File: src/rtl/dmem_arbiter.sv
// Round-robin arbiter sharing one data memory between a CPU port (A) and a DMA port (B).
// Optional per-port grant and contention counters are enabled with `define DMEM_ARB_STATS_EN.
module dmem_arbiter #(
  parameter int unsigned MEM_BYTES    = 32,
  parameter int unsigned LOCK_TIMEOUT = 64
) (
  input  logic        clk,
  input  logic        rst_n,
  input  logic        a_req,
  input  logic        a_we,
  input  logic        a_lock,
  input  logic [31:0] a_addr,
  input  logic [31:0] a_wdata,
  input  logic        b_req,
  input  logic        b_we,
  input  logic        b_lock,
  input  logic [31:0] b_addr,
  input  logic [31:0] b_wdata,
  output logic        a_gnt,
  output logic        b_gnt,
  output logic        a_rvalid,
  output logic        b_rvalid,
  output logic [31:0] a_rdata,
  output logic [31:0] b_rdata,
  output logic        err,
`ifdef DMEM_ARB_STATS_EN
  output logic [15:0] a_cnt,
  output logic [15:0] b_cnt,
  output logic [15:0] contention_cnt,
`endif
  output logic [31:0] mem_address,
  output logic        mem_write_en,
  output logic [31:0] mem_write_data,
  input  logic [31:0] mem_read_data
);

  localparam int unsigned CNT_W = $clog2(LOCK_TIMEOUT + 1);
  localparam logic PORT_A = 1'b0;
  localparam logic PORT_B = 1'b1;

  typedef enum logic [1:0] {UNLOCKED, LOCKED_A, LOCKED_B} lock_e;

  function automatic logic in_range(input logic [31:0] addr);
    return addr <= 32'(MEM_BYTES - 4);
  endfunction

  lock_e             lock_q;
  logic [CNT_W-1:0]  tmo_q, tmo_d;
  logic              rr_q;

  logic              vld_p1_q, we_p1_q, inr_p1_q, port_p1_q;
  logic [31:0]       addr_p1_q, wdata_p1_q;

  logic              a_rvalid_q, b_rvalid_q, err_q;
  logic [31:0]       a_rdata_q, b_rdata_q;

  logic              elig_a, elig_b, gnt_a, gnt_b, gnt_any;
  logic              owner_gnt, tmo_fire;
  logic [31:0]       sel_addr, sel_wdata;
  logic              sel_we;

  // Stage p0: arbitration on the live requests
  assign elig_a  = a_req & ((lock_q == UNLOCKED) | (lock_q == LOCKED_A));
  assign elig_b  = b_req & ((lock_q == UNLOCKED) | (lock_q == LOCKED_B));
  // Grants are masked during reset so nothing is accepted into a pipeline being cleared
  assign gnt_a   = rst_n & elig_a & (~elig_b | (rr_q == PORT_B));
  assign gnt_b   = rst_n & elig_b & (~elig_a | (rr_q == PORT_A));
  assign gnt_any = gnt_a | gnt_b;
  assign a_gnt   = gnt_a;
  assign b_gnt   = gnt_b;

  assign sel_addr  = gnt_b ? b_addr  : a_addr;
  assign sel_wdata = gnt_b ? b_wdata : a_wdata;
  assign sel_we    = gnt_b ? b_we    : a_we;

  assign owner_gnt = ((lock_q == LOCKED_A) & gnt_a) | ((lock_q == LOCKED_B) & gnt_b);
  assign tmo_d     = tmo_q + CNT_W'(1);
  assign tmo_fire  = (lock_q != UNLOCKED) & ~owner_gnt & (tmo_d == CNT_W'(LOCK_TIMEOUT));

  always_ff @(posedge clk) begin
    if (!rst_n) begin
      lock_q <= UNLOCKED;
      tmo_q  <= '0;
      rr_q   <= PORT_B;
    end else begin
      if (gnt_any) rr_q <= gnt_b;
      case (lock_q)
        UNLOCKED: begin
          tmo_q <= '0;
          if (gnt_a && a_lock)      lock_q <= LOCKED_A;
          else if (gnt_b && b_lock) lock_q <= LOCKED_B;
        end
        LOCKED_A: begin
          if (gnt_a) begin
            tmo_q <= '0;
            if (!a_lock) lock_q <= UNLOCKED;
          end else if (tmo_fire) begin
            tmo_q  <= '0;
            lock_q <= UNLOCKED;
          end else begin
            tmo_q <= tmo_d;
          end
        end
        LOCKED_B: begin
          if (gnt_b) begin
            tmo_q <= '0;
            if (!b_lock) lock_q <= UNLOCKED;
          end else if (tmo_fire) begin
            tmo_q  <= '0;
            lock_q <= UNLOCKED;
          end else begin
            tmo_q <= tmo_d;
          end
        end
        default: begin
          tmo_q  <= '0;
          lock_q <= UNLOCKED;
        end
      endcase
    end
  end

  // Stage p1: accepted access drives the memory
  always_ff @(posedge clk) begin
    if (!rst_n) begin
      vld_p1_q   <= 1'b0;
      we_p1_q    <= 1'b0;
      inr_p1_q   <= 1'b0;
      port_p1_q  <= PORT_A;
      addr_p1_q  <= '0;
      wdata_p1_q <= '0;
    end else begin
      vld_p1_q <= gnt_any;
      if (gnt_any) begin
        we_p1_q    <= sel_we;
        inr_p1_q   <= in_range(sel_addr);
        port_p1_q  <= gnt_b;
        addr_p1_q  <= sel_addr;
        wdata_p1_q <= sel_wdata;
      end
    end
  end

  assign mem_address    = addr_p1_q;
  assign mem_write_data = wdata_p1_q;
  // Gating with rst_n keeps an in-flight store from committing on the reset edge
  assign mem_write_en   = rst_n & vld_p1_q & we_p1_q & inr_p1_q;

  // Stage p2: load data returned to the owning port
  always_ff @(posedge clk) begin
    if (!rst_n) begin
      a_rvalid_q <= 1'b0;
      b_rvalid_q <= 1'b0;
      a_rdata_q  <= '0;
      b_rdata_q  <= '0;
      err_q      <= 1'b0;
    end else begin
      a_rvalid_q <= vld_p1_q & ~we_p1_q & (port_p1_q == PORT_A);
      b_rvalid_q <= vld_p1_q & ~we_p1_q & (port_p1_q == PORT_B);
      if (vld_p1_q && !we_p1_q && port_p1_q == PORT_A)
        a_rdata_q <= inr_p1_q ? mem_read_data : '0;
      if (vld_p1_q && !we_p1_q && port_p1_q == PORT_B)
        b_rdata_q <= inr_p1_q ? mem_read_data : '0;
      err_q <= (vld_p1_q & ~inr_p1_q) | tmo_fire;
    end
  end

  assign a_rvalid = a_rvalid_q;
  assign b_rvalid = b_rvalid_q;
  assign a_rdata  = a_rdata_q;
  assign b_rdata  = b_rdata_q;
  assign err      = err_q;

`ifdef DMEM_ARB_STATS_EN
  logic [15:0] a_cnt_q, b_cnt_q, cont_cnt_q;

  always_ff @(posedge clk) begin
    if (!rst_n) begin
      a_cnt_q    <= '0;
      b_cnt_q    <= '0;
      cont_cnt_q <= '0;
    end else begin
      if (gnt_a && a_cnt_q != 16'hFFFF) a_cnt_q <= a_cnt_q + 16'd1;
      if (gnt_b && b_cnt_q != 16'hFFFF) b_cnt_q <= b_cnt_q + 16'd1;
      if (a_req && b_req && cont_cnt_q != 16'hFFFF) cont_cnt_q <= cont_cnt_q + 16'd1;
    end
  end

  assign a_cnt          = a_cnt_q;
  assign b_cnt          = b_cnt_q;
  assign contention_cnt = cont_cnt_q;
`endif

endmodule

File: config.mk
export PLATFORM = sky130hd
export DESIGN_NAME = dmem_arbiter
export DESIGN_NICKNAME = d
export VERILOG_FILES = /design/src/rtl/dmem_arbiter.sv
export SDC_FILE = /design/constraint.sdc
export NUM_CORES = 1
export LEC_CHECK = 0
export ABC_AREA = 1
export CELL_PAD_IN_SITES_DETAIL_PLACEMENT = 1
export CELL_PAD_IN_SITES_GLOBAL_PLACEMENT = 1
export CORE_MARGIN = 8
export CORE_UTILIZATION = 25
export CTS_BUF_LIST = sky130_fd_sc_hd__clkbuf_4 sky130_fd_sc_hd__clkbuf_8
export DETAILED_ROUTE_END_ITERATION = 12
export HOLD_SLACK_MARGIN = 0.02
export PLACE_DENSITY = 0.7
export SLEW_MARGIN = 20
export SYNTH_ARGS = -nofsm -noshare
export SYNTH_HDL_FRONTEND = slang
export SYNTH_SLANG_ARGS = --single-unit
File: constraint.sdc
create_clock -name clk -period 5.5 [get_ports clk]
set_input_delay 1.375 -clock clk [delete_from_list [all_inputs] [get_ports clk]]
set_output_delay 1.375 -clock clk [all_outputs]
set_load 0.005 [all_outputs]
==> out/qor.csv, run 1 <==
metric;value;unit
placed_area;0.009228;mm²
clk_pin_slew_worst_paths;80;ps
synth_top_family_by_area;compound AO/OA/AOI/OAI gates;
antenna_found_initial;3;
place_ws;963.9;ps
p_leak;3.767;nW
critPathMaxFanout;52;
h-tree-depth;4;
gr-total-overflow;0;
power;0.003436;W
final_hold_viol_count;0;
cts_resized;0;
clock_latency;450;ps
grt_pass1_vias;6874;
cp_slowest_stage_delay;580;ps
worst_slew_pin_slew;814.4;ps
clkSinkCount;145;
synth-edff-count;0;
multi_input_area;0.002698;mm²
fp-row-count;56;
endpoint_kind;output pin;
fin_ws;1002;ps
period_minus_slack;4498;ps
crit_buf_inv;4;
reg2reg_depth;12;
drv_slew;0;
regArea;0.002903;mm²
wl_per_cell;17.73;µm
ys_ff_latch;145;
synth_top_cell_by_area;dfxtp_1;
io_pins;302;
synth.most_common_cell;nand2_1;
holdCritPathClass;register to register;
drive_above_1_share;4.727;%
synthAdderAreaFrac;1.256;%
synth_compound_area_share;23.87;%
syn-num-nets;970;
nFillCells;2854;
dp_hpwl;18.56;mm
synthDistinctLibCells;27;
die_h;170.6;µm
drc_errors;0;
synth_warnings;0;
hold_depth;1;
async_flop_share;0;%
ys_dominant_reg_cell;dfxtp_1;
fp.dieW;170.6;µm
yosysSeqAreaShare;48.58;%
synth_top_cell_area_share;48.58;%
run_status;finished clean;
first_iter_violations;222;
timing.final.crit_share;81.79;%
finalWirelength;24.84;mm
synthCells;796;
worst-path-stages;6;
worstSetupPathType;primary input to output pin;
floorplan.die_area;0.02911;mm²
ir_drop;0.1521;mV
clock_path_buffers;2;
setup_violations;0;
drtAntennaViolNets;0;
port_buffers;301;
arrival;3120;ps
grt_pass1_wl;38.55;mm
rsz0062_at_grt;no;
syn_area_per_cell;7.507;µm²
finalInstanceArea;0.009673;mm²
cts_hold_buf;0;
fp.coreArea;0.02347;mm²
viasPerCell;4.585;
power.density;355.2;mW/mm²
fmax;0.2223;GHz
cp_top_family;buffers and inverters;
cts_setup_buffers;0;
crit_path_top_delay_cell;clkdlybuf4s50_1;
tns;0;ps
cp-start-kind;primary input;
synth.area.top_cells;dfxtp_1 (49%), nand2_1 (12%), o21ai_0 (11%);
first_pass_iters;6;
syn_area;0.005976;mm²
area_growth;61.87;%
crit_chain;buf_4, inv_2, nor3_4, nand2_2, inv_1, clkdlybuf4s50_1;
grt_usage;16.90;%
critPathRequiredTime;4120;ps
cts_buffers;17;
ys_top_cells_by_count;nand2_1 (190), dfxtp_1 (145), o21ai_0 (130);
r2r_setup_slack;2250;ps
vias;6424;
skew;25.86;ps
start_util;25.46;%
relSlewSlack;45.71;%
layout.nets;1240;
cts_root_buf;clkbuf_8;
synth_mux_area_share;0;%
synthSimpleGateAreaFrac;18.99;%
grt_max_degree;80;
synth_xor_area_share;0.7328;%
cts_tree;built;
gp_congestion;0.7883;
maxCapViolCount;0;
-- final timing paths --
path / from / to
setup / recovery: rst_n / b_gnt
hold / removal: a_rdata[23] / a_rdata[23]
setup reg to reg: lock_q[0] / mem_write_data[30]
hold reg to reg: a_rdata[23] / a_rdata[23]
-- layout by cell type (no fill, tap or decap) --
| cell | netlist | final |
|---|---|---|
| o21ai_0 | 130 | 130 |
| buf_4 | 0 | 11 |
| inv_2 | 1 | 1 |
| dfxtp_1 | 145 | 145 |
| nand2_2 | 1 | 1 |
| nor3_4 | 1 | 1 |
| nand2_4 | 0 | 1 |
| nand3_1 | 23 | 23 |
| nand3_2 | 1 | 1 |
| diode_2 | 0 | 3 |
| clkinv_4 | 0 | 2 |
| nand2_1 | 190 | 189 |
| o21ai_1 | 1 | 1 |
| xor2_1 | 5 | 5 |
| o211ai_1 | 2 | 2 |
| nand3b_1 | 13 | 13 |
| clkinvlp_4 | 0 | 2 |
| ha_1 | 6 | 6 |
| o211a_1 | 1 | 1 |
| clkbuf_8 | 0 | 19 |
| o21a_1 | 1 | 1 |
| nor3_1 | 4 | 2 |
| inv_8 | 0 | 1 |
| inv_6 | 0 | 4 |
| o31ai_1 | 1 | 1 |
| nor2_1 | 36 | 36 |
| a21boi_1 | 1 | 1 |
| clkbuf_4 | 0 | 1 |
| nor3_2 | 0 | 2 |
| a21oi_1 | 87 | 87 |
| bufinv_16 | 0 | 3 |
| clkdlybuf4s50_1 | 0 | 300 |
| or2_2 | 1 | 1 |
| a31oi_1 | 46 | 46 |
| nor3b_1 | 2 | 2 |
| inv_1 | 37 | 37 |
-- report_power, final --
| group | total [W] | switching [W] | internal (W) |
|---|---|---|---|
| Clock | 0.000938 | 0.000449 | 0.000489 |
| Sequential | 0.00136 | 0.000110 | 0.00125 |
| Combinational | 0.00113 | 0.000557 | 0.000577 |
-- routing by layer --
layer	up-vias	part of all wire, %	GRT usage, %	routed length, µm
met3	44	6.8	5.416	1698
met5	-	0	0	0
met1	2956	42	19.73	10510
li1	3233	-	-	-
met4	0	3.5	7.704	880
met2	191	47	27.90	11750
-- flip-flops by register name, summed over array words and instances, names as in the netlist --
register and flops:
a_rdata 32, b_rdata 32, mem_address 32, mem_write_data 32
tmo_q 7, lock_q 2, a_rvalid 1, b_rvalid 1
err 1, inr_p1_q 1, port_p1_q 1, rr_q 1
vld_p1_q 1, we_p1_q 1
-- through the flow --
| stage | instances | hold slack, ps | utilization (%) |
|---|---|---|---|
| after floorplan | 796 | 457.4 | - |
| after global placement | 1366 | 453.8 | 39.31 |
| after detailed placement | 1366 | 458.1 | 39.31 |
| after CTS | 1398 | 479.6 | 41.18 |
| after global routing | 1401 | 495.0 | 41.21 |
| final | 1401 | 472.3 | 41.21 |
-- cell families (layout without fill, tap and decap cells) --
group           Yosys count  count (layout)
flops                   145             145
other cells               0               3
fa+ha+maj                 6               6
xor+xnor                  5               5
simple gates            272             272
compound gates          270             270
buf+inv                  98             381
-- area by class of cell --
type | instances | share of cell area, %
flip-flops and latches | 145 | 30.01
clock buffers | 20 | 2.781
multi-input cells | 553 | 27.89
repair buffers | 311 | 31.90
clock inverters | 12 | 1.746
well taps | 319 | 4.126
inverters | 38 | 1.475
diodes | 3 | 0.07761
(Power assumes the default switching activity.)
==> run 2: changes to the inputs <==
- clock period: 5.5 -> 4.6 ns (I/O delays scaled with it)
==> run 2 against run 1 <==
Effect of this change: combinational power rose by 21%; final cell count fell by 0.21%; clock skew fell by 3.6 ps; design area rose by 0.16%; critical path depth did not move; first-iteration DRC count rose by 23%.
==> out/qor.csv, run 2 (synthesis results as in run 1) <==
metric;value;unit
cp-start-kind;primary input;
cts_tree;built;
worstSetupPathType;primary input to output pin;
layout_commonest_cell;clkdlybuf4s50_1;
dp_hpwl;18.42;mm
cts_setup_buffers;0;
multi_input_area;0.002698;mm²
cp-startpoint;b_req;
cts_hold_buf;0;
first_iter_violations;274;
skew;22.25;ps
comb_power_share;33.0;%
h-tree-depth;4;
grt_pass1_wl;38.87;mm
layout.nets;1241;
met3WireLength;1.705;mm
crit_path_top_delay_cell;clkdlybuf4s50_1;
critPathRequiredTime;3450;ps
cp_top_family;buffers and inverters;
crit_buf_inv;4;
arrival;2670;ps
maxCapViolCount;0;
holdCritPathClass;register to register;
wl_met1;10.47;mm
drive_above_1_share;4.727;%
run_status;finished clean;
fp-row-count;56;
vias;6444;
area_growth;62.12;%
clock_latency;450;ps
diodes;0;
grt_usage;17.12;%
dp_cells;1367;
rsz0062_at_grt;no;
grt_pass1_vias;6820;
fin_cells;1398;
critPathMaxFanout;2;
p_int;0.002801;W
power_frac_seq;39.3;%
clock_path_buffers;2;
p_leak;3.775;nW
ir_drop;0.1617;mV
nFillCells;2790;
fp.dieW;170.6;µm
start_util;25.46;%
first_pass_iters;7;
highest-signal-layer;met4;
cp_slowest_stage_delay;620;ps
period_minus_slack;3821;ps
die_h;170.6;µm
switching_power;0.001340;W
timing.final.crit_share;83.06;%
power.density;427.5;mW/mm²
cts_buffers;17;
hold_start;a_rdata[23];
cts_root_buf;clkbuf_8;
antenna_found_initial;0;
dr_wl_met2;12.30;mm
worst_slew_pin_slew;832.3;ps
gr-total-overflow;0;
port_buffers;301;
cts_resized;0;
r2r_setup_slack;1660;ps
clk_pin_slew_worst_paths;80;ps
drv_slew;0;
crit_chain;clkdlybuf4s50_1, inv_1, nor3_4, nand2_2, inv_1, clkdlybuf4s50_1;
clockPowerShare;27.7;%
io_pins;302;
tns;0;ps
clkSinkCount;145;
final_hold_viol_count;0;
drtAntennaViolNets;0;
regArea;0.002903;mm²
r2r_start;lock_q[0];
grt_max_degree;99;
p_sw_share;32.36;%
viasPerCell;4.609;
wl_per_cell;17.94;µm
fmax;0.2617;GHz
endpoint_kind;output pin;
relSlewSlack;44.51;%
finalWirelength;25.07;mm
final_cell_mix;clkdlybuf4s50_1 (300), nand2_1 (189), dfxtp_1 (145), o21ai_0 (130), a21oi_1 (87);
fp.coreArea;0.02347;mm²
drc_errors;0;
gp_congestion;0.7623;
setup_violations;0;
floorplan.die_area;0.02911;mm²
[run 2: final timing paths]
| path | end | depth (start not counted) |
|---|---|---|
| max | b_gnt | 6 |
| min | a_rdata[23] | 1 |
| max reg2reg | mem_write_data[29] | 10 |
| min reg2reg | a_rdata[23] | 1 |
[run 2: worst reg2reg max path: cells and delay by family, from the launching register on]
kind                       cells  cell delay, ps
AOI/OAI and AO/OA              2             350
buffers and inverters          3            1050
DFF                            1             380
and+or+nand+nor                4             770
adders and majority gates      1             250
[run 2: stage by stage]
| step | hold WS, ps | cell area, µm² | power (W) | util (%) | worst slack (ps) |
|---|---|---|---|---|---|
| floorplan | 457.4 | 5976 | 0.002201 | - | 1347 |
| global placement | 451.3 | 9248 | 0.003017 | 39.40 | 767.6 |
| detailed placement | 458.8 | 9248 | 0.003042 | 39.40 | 769.8 |
| CTS | 478.0 | 9688 | 0.004214 | 41.27 | 756.4 |
| global route | 505.1 | 9688 | 0.004417 | 41.27 | 683.3 |
| finish | 474.7 | 9688 | 0.004142 | 41.27 | 779.2 |
[run 2: area by class of cell]
class | count | area share (%)
inverter | 38 | 1.472
tap | 319 | 4.120
sequential | 145 | 29.96
clock inverter | 13 | 2.053
clock buffer | 18 | 2.493
timing repair buffer | 312 | 32.05
multi-input combinational | 553 | 27.84
[run 2: routing by layer]
| layer | global-route usage, % | up-vias |
|---|---|---|
| met5 | 0 | - |
| met4 | 6.369 | 0 |
| met3 | 5.670 | 30 |
| met2 | 29.49 | 172 |
| met1 | 19.42 | 3008 |
| li1 | - | 3234 |
[run 2: power groups by stage]
| stage | clock [W] | sequential [W] | combinational [W] |
|---|---|---|---|
| floorplan | 0 | 0.00165 | 0.000546 |
| global placement | 0 | 0.00165 | 0.00137 |
| detailed placement | 0 | 0.00165 | 0.00139 |
| CTS | 0.00119 | 0.00163 | 0.00140 |
| global route | 0.00125 | 0.00166 | 0.00151 |
| finish | 0.00115 | 0.00163 | 0.00137 |
==> run 3: changes to the inputs <==
- PLACE_DENSITY: 0.7 -> 0.73
- clock period: 4.6 -> 3.3 ns (I/O delays scaled with it)
==> run 3 against run 2 <==
Effect of this change: final cell count up 0.50%; largest power group unchanged; clock power is 17% higher; largest cell class unchanged; total power up 34%; via count grew 0.61%; sequential share of layout area barely moved; combinational power up 42%; first-iteration DRC count grew 2.9%; highest routed layer is now met5; sequential cell count did not move; critical path depth is the same.
==> out/qor.csv, run 3 (synthesis results as in run 1) <==
metric;value;unit
run_status;finished clean;
final_hold_viol_count;0;
p_int;0.003644;W
cts_hold_buf;0;
fp.coreArea;0.02347;mm²
clock_path_buffers;2;
final_cell_mix;clkdlybuf4s50_1 (300), nand2_1 (189), dfxtp_1 (145), o21ai_0 (130), a21oi_1 (87);
floorplan.die_area;0.02911;mm²
p_sw_share;34.44;%
clockPowerShare;24.3;%
power_frac_seq;40.8;%
diodes;0;
nFillCells;2825;
fin_ws;114.6;ps
cts_buffers;17;
crit_buf_inv;4;
clk_pin_slew_worst_paths;80;ps
cp-start-kind;primary input;
viasPerCell;4.614;
placed_area;0.009305;mm²
drv_slew;0;
gp_congestion;0.7720;
first_pass_iters;5;
clock_latency;440;ps
timing.final.crit_share;96.53;%
critPathMaxFanout;2;
crit_path_top_delay_cell;clkdlybuf4s50_1;
holdCritPathClass;register to register;
worstSetupPathType;primary input to output pin;
layout_commonest_cell;clkdlybuf4s50_1;
clkSinkCount;145;
cts_tree;built;
drc_errors;0;
switching_power;0.001914;W
maxCapViolCount;0;
cp_top_family;buffers and inverters;
regArea;0.002903;mm²
arrival;2360;ps
drive_above_1_share;5.341;%
multi_input_area;0.002698;mm²
tns;0;ps
finalWirelength;24.89;mm
first_iter_violations;282;
h-tree-depth;4;
die_h;170.6;µm
layout.nets;1247;
cts_resized;0;
dp_hpwl;18.64;mm
rsz0062_at_grt;no;
start_util;25.46;%
grt_pass1_vias;6853;
power.density;574.6;mW/mm²
io_pins;302;
antenna_found_initial;1;
power;0.005558;W
area_growth;61.87;%
cts_setup_buffers;0;
relSlewSlack;52.84;%
endpoint_kind;output pin;
grt_max_degree;79;
finalInstanceArea;0.009673;mm²
cts_root_buf;clkbuf_8;
crit_chain;clkdlybuf4s50_1, inv_1, nor3_4, nand2_2, inv_1, clkdlybuf4s50_1;
place_ws;130.4;ps
critPathRequiredTime;2470;ps
period_minus_slack;3185;ps
cp_slowest_stage_delay;640;ps
grt_pass1_wl;38.33;mm
wl_per_cell;17.71;µm
grt_usage;16.73;%
setup_violations;0;
fmax;0.3139;GHz
r2r_setup_slack;660;ps
ir_drop;0.2192;mV
gr-total-overflow;0;
fp.dieW;170.6;µm
p_leak;3.774;nW
comb_power_share;34.9;%
port_buffers;301;
fp-row-count;56;
skew;18.16;ps
vias;6483;
drtAntennaViolNets;0;
worst_slew_pin_slew;707.4;ps
-- run 3: cell types whose count changed in the layout (fill, tap and decap cells not counted) --
cell,previous run,this run
bufinv_16,4,0
clkinv_8,0,1
buf_12,1,2
clkinv_4,2,1
clkinv_2,0,2
clkinvlp_4,2,3
inv_8,1,3
buf_4,11,16
-- run 3: metal layers --
layer | vias up | routed length (µm) | GRT usage [%]
met5 | - | 13 | 0
met4 | 2 | 476 | 4.805
met3 | 25 | 1908 | 6.476
met2 | 176 | 12230 | 28.93
met1 | 3037 | 10260 | 18.83
li1 | 3243 | - | -
-- run 3: through the flow --
step | hold WS [ps] | cells | utilization (%)
2_1_floorplan | 457.4 | 796 | -
3_3_place_gp | 452.3 | 1373 | 39.64
3_5_place_dp | 458.8 | 1373 | 39.64
4_1_cts | 478.1 | 1405 | 41.21
5_1_grt | 508.8 | 1405 | 41.21
6_report | 471.7 | 1405 | 41.21
-- run 3: area by class of cell --
cell class | instances | share of cell area [%]
repair buffers | 318 | 32.70
flip-flops and latches | 145 | 30.01
inverters | 38 | 1.475
well taps | 319 | 4.126
clock buffers | 18 | 2.496
multi-input cells | 553 | 27.89
clock inverters | 14 | 1.306
-- run 3: power groups by stage --
stage | combinational, W | sequential (W) | clock (W)
final | 0.00194 | 0.00227 | 0.00135
after global routing | 0.00213 | 0.00231 | 0.00148
after CTS | 0.00198 | 0.00227 | 0.00139
after detailed placement | 0.00197 | 0.00230 | 0
after global placement | 0.00194 | 0.00229 | 0
after floorplan | 0.000761 | 0.00231 | 0
-- run 3: worst paths after layout --
| check | startpoint | endpoint | depth (start not counted) |
|---|---|---|---|
| max | b_req | b_gnt | 6 |
| min | a_rdata[23] | a_rdata[23] | 1 |
| max reg2reg | lock_q[1] | inr_p1_q | 12 |
| min reg2reg | a_rdata[23] | a_rdata[23] | 1 |
-- run 3: worst reg2reg max path: stages, from the launching register on --
cell	delay [ps]
dfxtp_1	400
inv_1	100
ha_1	230
nor2_1	260
nor3_4	60
nand2_2	80
buf_4	420
buf_4	450
nand2_1	120
nand2_1	140
nand3_1	120
nand3_1	110
a21oi_1	60
